### config.mk
export PLATFORM = sky130hd
export DESIGN_NAME = ssp_uart_master
export DESIGN_NICKNAME = d
export VERILOG_FILES = /design/src/rtl/ssp_uart_master.sv
export SDC_FILE = /design/constraint.sdc
export NUM_CORES = 1
export LEC_CHECK = 0
export CAP_MARGIN = 20
export CORE_ASPECT_RATIO = 1.1
export CORE_MARGIN = 8
export CORE_UTILIZATION = 31
export CTS_BUF_LIST = sky130_fd_sc_hd__clkbuf_8
export CTS_CLUSTER_DIAMETER = 30
export DETAILED_ROUTE_END_ITERATION = 10
export PLACE_DENSITY_LB_ADDON = 0.3
export SETUP_SLACK_MARGIN = 0.4
export SYNTH_ARGS = -nofsm -noshare
export SYNTH_HDL_FRONTEND = slang
export SYNTH_SLANG_ARGS = --single-unit
### constraint.sdc
create_clock -name Clk -period 2.1 [get_ports Clk]
set_input_delay 0.42 -clock Clk [delete_from_list [all_inputs] [get_ports Clk]]
set_output_delay 0.42 -clock Clk [all_outputs]
set_load 0.03 [all_outputs]
### src/rtl/ssp_uart_master.sv
// SSP register-port initiator: turns one host read/write request into a full
// 16-bit SSP frame. Define SSP_UART_MASTER_IRQ_EN to add the synchronized IRQ outputs.
module ssp_uart_master #(
  parameter int CLK_DIV = 4
) (
  input  logic        Clk,
  input  logic        Rst,
`ifdef SSP_UART_MASTER_IRQ_EN
  input  logic        IRQ,
  output logic        irq_level,
  output logic        irq_rise,
`endif
  input  logic        req_valid,
  output logic        req_ready,
  input  logic [2:0]  req_addr,
  input  logic        req_wnr,
  input  logic [11:0] req_wdata,
  output logic        rsp_valid,
  output logic [11:0] rsp_rdata,
  output logic        SSP_SSEL,
  output logic        SSP_SCK,
  output logic [2:0]  SSP_RA,
  output logic        SSP_WnR,
  output logic        SSP_En,
  output logic        SSP_EOC,
  output logic [11:0] SSP_DI,
  input  logic [11:0] SSP_DO
);

  typedef enum logic [1:0] {IDLE, SETUP, FRAME, HOLD} state_t;

  localparam logic [7:0] HALF_LAST = 8'(CLK_DIV - 1);

  state_t      state, state_nxt;
  logic [7:0]  hcnt, hcnt_nxt;
  logic [3:0]  bit_cnt, bit_nxt;
  logic        phase, phase_nxt;
  logic        rsp_nxt, capture;
  logic        half_done;
  logic [2:0]  ra;
  logic        wnr;
  logic [11:0] di;

  assign half_done = (hcnt == HALF_LAST);

  always_ff @(posedge Clk) begin
    if (!Rst) state <= IDLE;
    else      state <= state_nxt;
  end

  // phase: 0 = SCK low half, 1 = SCK high half of the current bit
  always_comb begin
    state_nxt = state;
    hcnt_nxt  = hcnt;
    bit_nxt   = bit_cnt;
    phase_nxt = phase;
    rsp_nxt   = 1'b0;
    capture   = 1'b0;
    case (state)
      IDLE: begin
        if (req_valid) begin
          state_nxt = SETUP;
          hcnt_nxt  = '0;
          bit_nxt   = '0;
          phase_nxt = 1'b0;
        end
      end
      SETUP: begin
        if (half_done) begin
          state_nxt = FRAME;
          hcnt_nxt  = '0;
        end else begin
          hcnt_nxt = hcnt + 8'd1;
        end
      end
      FRAME: begin
        if (half_done) begin
          hcnt_nxt  = '0;
          phase_nxt = ~phase;
          if (phase) begin
            bit_nxt = bit_cnt + 4'd1;
            if (bit_cnt == 4'd15) begin
              state_nxt = HOLD;
              capture   = ~wnr;
            end
          end
        end else begin
          hcnt_nxt = hcnt + 8'd1;
        end
      end
      HOLD: begin
        if (half_done) begin
          state_nxt = IDLE;
          hcnt_nxt  = '0;
          rsp_nxt   = 1'b1;
        end else begin
          hcnt_nxt = hcnt + 8'd1;
        end
      end
      default: state_nxt = IDLE;
    endcase
  end

  always_ff @(posedge Clk) begin
    if (!Rst) begin
      hcnt      <= '0;
      bit_cnt   <= '0;
      phase     <= 1'b0;
      rsp_valid <= 1'b0;
      rsp_rdata <= '0;
      ra        <= '0;
      wnr       <= 1'b0;
      di        <= '0;
    end else begin
      hcnt      <= hcnt_nxt;
      bit_cnt   <= bit_nxt;
      phase     <= phase_nxt;
      rsp_valid <= rsp_nxt;
      if (capture) rsp_rdata <= SSP_DO;
      if (state == IDLE && req_valid) begin
        ra  <= req_addr;
        wnr <= req_wnr;
        di  <= req_wnr ? req_wdata : 12'h000;
      end
    end
  end

  assign req_ready = Rst && (state == IDLE);
  assign SSP_SSEL  = (state == IDLE);
  assign SSP_SCK   = (state == FRAME) && phase;
  assign SSP_RA    = ra;
  assign SSP_WnR   = wnr;
  assign SSP_DI    = di;
  assign SSP_En    = (state == FRAME) && (bit_cnt >= 4'd4);
  assign SSP_EOC   = (state == FRAME) && (bit_cnt == 4'd15);

`ifdef SSP_UART_MASTER_IRQ_EN
  logic irq_s1, irq_s2, irq_prev;

  always_ff @(posedge Clk) begin
    if (!Rst) begin
      irq_s1   <= 1'b0;
      irq_s2   <= 1'b0;
      irq_prev <= 1'b0;
    end else begin
      irq_s1   <= IRQ;
      irq_s2   <= irq_s1;
      irq_prev <= irq_s2;
    end
  end

  assign irq_level = irq_s2;
  assign irq_rise  = irq_s2 & ~irq_prev;
`endif

endmodule

==> summary.md <==
| Metric | Value |
|---|---|
| Status | complete, no violations |
| Final hold violation count | 0 |
| Initial core utilization | a little under a third |
| Routed len/inst | 14.6 µm |
| Gr usage total | between 10% and 20% |
| Initial antenna violation count | 0 |
| Distinct cell type count after synthesis | 33 |
| Total grt overflow | 0 |
| Setup WS pre-CTS | ~0.11 ns |
| Class of the worst hold path | register to register |
| Seq/Total Area, Yosys | 44.8% |
| First-pass GRT wire length | 8.97 mm |
| Die Height | roughly 100 µm |
| First-pass DRT Iterations | 4 |
| Setup Viol. Count Final | 0 |
| Initial DRC count | just under 100 |
| Util after Layout | roughly 50% |
| Post-Syn Instances | 232 |
| Chip width | approximately 90 µm |
| Io pins | 65 |
| Final worst slack | 0.315 ns |
| Row count | 30 |
| PwrDens | 823 nW/µm² |
| Maximum VDD drop | ~0.00042 V |
| Unrepaired setup endpoints after global routing | true |
| Clock-pin slew on the worst setup and hold paths | around 0.09 ns |
| Final HPWL DP | slightly below 4 mm |
| Worst setup SP type | register |
| Clock Tree Root | clkbuf_8 |
| Max Buffers Root-to-Sink | 2 |
| Least-Margin Pin Slew | about 0.47 ns |
| PortBufs | 64 |
| Syn avg cell area | 8.48 µm² |
| Share of post-route cells with drive strength above 1 | 20.6% |
| Inserted Diodes | 0 |
| Nets | roughly 360 |
| Crit Path Class | register to output port |
| Routed WL | 5.85 mm |
| Leak | approximately 0.0014 µW |
| Die area | approximately 9200 µm² |
| Setup TNS | 0 ns |
| Antenna violation net count after detailed routing | 0 |
| Yosys reg bits | 44 |
| Syn Std Cell Area | between 1500 and 2000 µm² |
| Clock tree from TritonCTS | built |
| # Max-Cap Violations | 0 |
| Inserted Clock Buffers | 5 |
| Clock sink count | between 40 and 50 |
| Worst Skew | around 0.013 ns |
| Critical Path RT | around 1.7 ns |
| Layout Cells excl Fill | 401 |
| Worst path arrival time | about 1.4 ns |
| CP Max Fanout | 3 |
| Power, Total | approximately 2500 µW |
| Total core area | 6160 µm² |
| Worst-Skew Late Latency | around 0.30 ns |
| Largest net degree at the start of global routing | 23 |
| Slew HR | between 60% and 70% |
| Dpl cells | between 300 and 400 |
| Routed vias | ~2,000 |
| H-tree Lvls | 2 |
| Vias in the first global route | 1,925 |
| Gp weighted congestion | between 0.7 and 0.8 |
| Fmax | around 560 MHz |
| Fin. max-slew vios | 0 |
| Crit end category | output port |
| Via density | 4.97 |
| Crit share post-route | between 80 and 90% |
| Crit path time final | 1.78 ns |
| # DRC | 0 |
| Syn Nets | 270 |
| Synth-to-Final Area Change | 56.2% |
| Yosys warnings | 0 |
[final timing paths]
| kind | start | end | slack, ns | depth (start not counted) |
|---|---|---|---|---|
| max | bit_cnt[0] | SSP_EOC | 0.32 | 4 |
| min | SSP_DI[11] | SSP_DI[11] | 0.45 | 2 |
| max reg2reg | state[0] | bit_cnt[2] | 0.35 | 6 |
| min reg2reg | SSP_DI[11] | SSP_DI[11] | 0.45 | 2 |
[metrics by stage]
stage	area (µm²)	hold WS [ns]
after floorplan	2000	0.462
after global placement	2730	0.437
after detailed placement	2730	0.446
after CTS	2860	0.455
after global routing	3070	0.465
final	3070	0.452
[routing by layer]
| layer | track usage [%] | wire, µm | vias to the layer above |
|---|---|---|---|
| met5 | 0 | 0 | - |
| met1 | 13.2 | 2430 | 938 |
| li1 | - | - | 979 |
| met4 | 5.58 | 158 | 0 |
| met3 | 3.09 | 359 | 12 |
| met2 | 21.1 | 2900 | 63 |
[final cells by class]
type / count / area (µm²)
clock buffers: 6 / 82.6
clock inverters: 2 / 7.51
fillers: 609 / 3080
inverters: 4 / 20.0
multi-input cells: 170 / 1120
flip-flops and latches: 44 / 897
well taps: 80 / 100
repair buffers: 95 / 847
[logic make-up (layout without fill, tap and decap cells)]
family                   Yosys count  count (layout)  synth area share [%]
flip-flops                        44              44                  44.8
AO/OA/AOI/OAI                     45              45                  12.7
buffers and inverters             18             107                  3.50
AND/OR/NAND/NOR                  102             102                  26.4
adder cells (fa/ha/maj)            7               7                  4.45
multiplexers                      16              16                  8.14
[what timing repair did]
item                       in CTS  in global routing
setup endpoints to repair      51                 16
pin swaps                       1                 10
buffers inserted                7                 16
gates resized for setup        61                 24
hold buffers                    0                  0
cloned                          0                  1
[cells in the mapped netlist]
cell,number,share of area (%)
a21oi_1,25,6.4
a31oi_1,4,1.3
and2_1,4,1.3
and3_1,1,0.32
and3_2,1,0.38
and3b_1,1,0.45
and4_1,1,0.45
buf_1,1,0.19
buf_2,1,0.25
clkbuf_1,12,2.3
dfxtp_1,44,45
ha_1,7,4.5
inv_1,4,0.76
mux2i_1,16,8.1
nand2_1,34,6.5
nand2_4,1,0.57
nand2b_1,1,0.32
nand3_1,16,4.1
nand3b_1,3,1.1
nand4_1,4,1.3
nor2_1,19,3.6
nor2b_1,3,0.95
nor3_1,5,1.3
nor3_2,1,0.51
nor4b_4,1,1.2
o211a_1,1,0.51
o211ai_1,2,0.76
o21a_1,3,1.1
o21ai_0,8,2.0
o22ai_1,2,0.64
or2_1,1,0.32
or3_1,2,0.64
or4_1,3,1.1
[layout by cell type (no fill, tap or decap), drive strengths merged, types with 6 or more instances in the layout]
master and instances:
a21oi 25, buf 34, clkbuf 7, clkdlybuf4s50 30
dfxtp 44, dlygate4sd2 29, ha 7, inv 6
mux2i 16, nand2 35, nand3 16, nor2 19
nor3 6, o21ai 8
[registers in the layout, summed over array words and instances (netlist names)]
| name | flops |
|---|---|
| SSP_DI | 12 |
| rsp_valid | 1 |
| rsp_rdata | 12 |
| hcnt | 8 |
| bit_cnt | 4 |
| phase | 1 |
| SSP_RA | 3 |
| SSP_WnR | 1 |
| state | 2 |
[power breakdown]
| part | total (µW) | switching, µW | internal [µW] | leakage, µW |
|---|---|---|---|---|
| combinational | 1040 | 547 | 488 | 0.000986 |
| clock | 545 | 285 | 259 | 0.0000538 |
| sequential | 948 | 47.1 | 901 | 0.000361 |
[critical path, cell delays in order, from the launching register on]
cell and delay [ns]:
dfxtp_2 0.34, ha_1 0.22, and3_4 0.20, and2_1 0.15, buf_4 0.16
No activity file was read; power rests on OpenSTA's default activity.
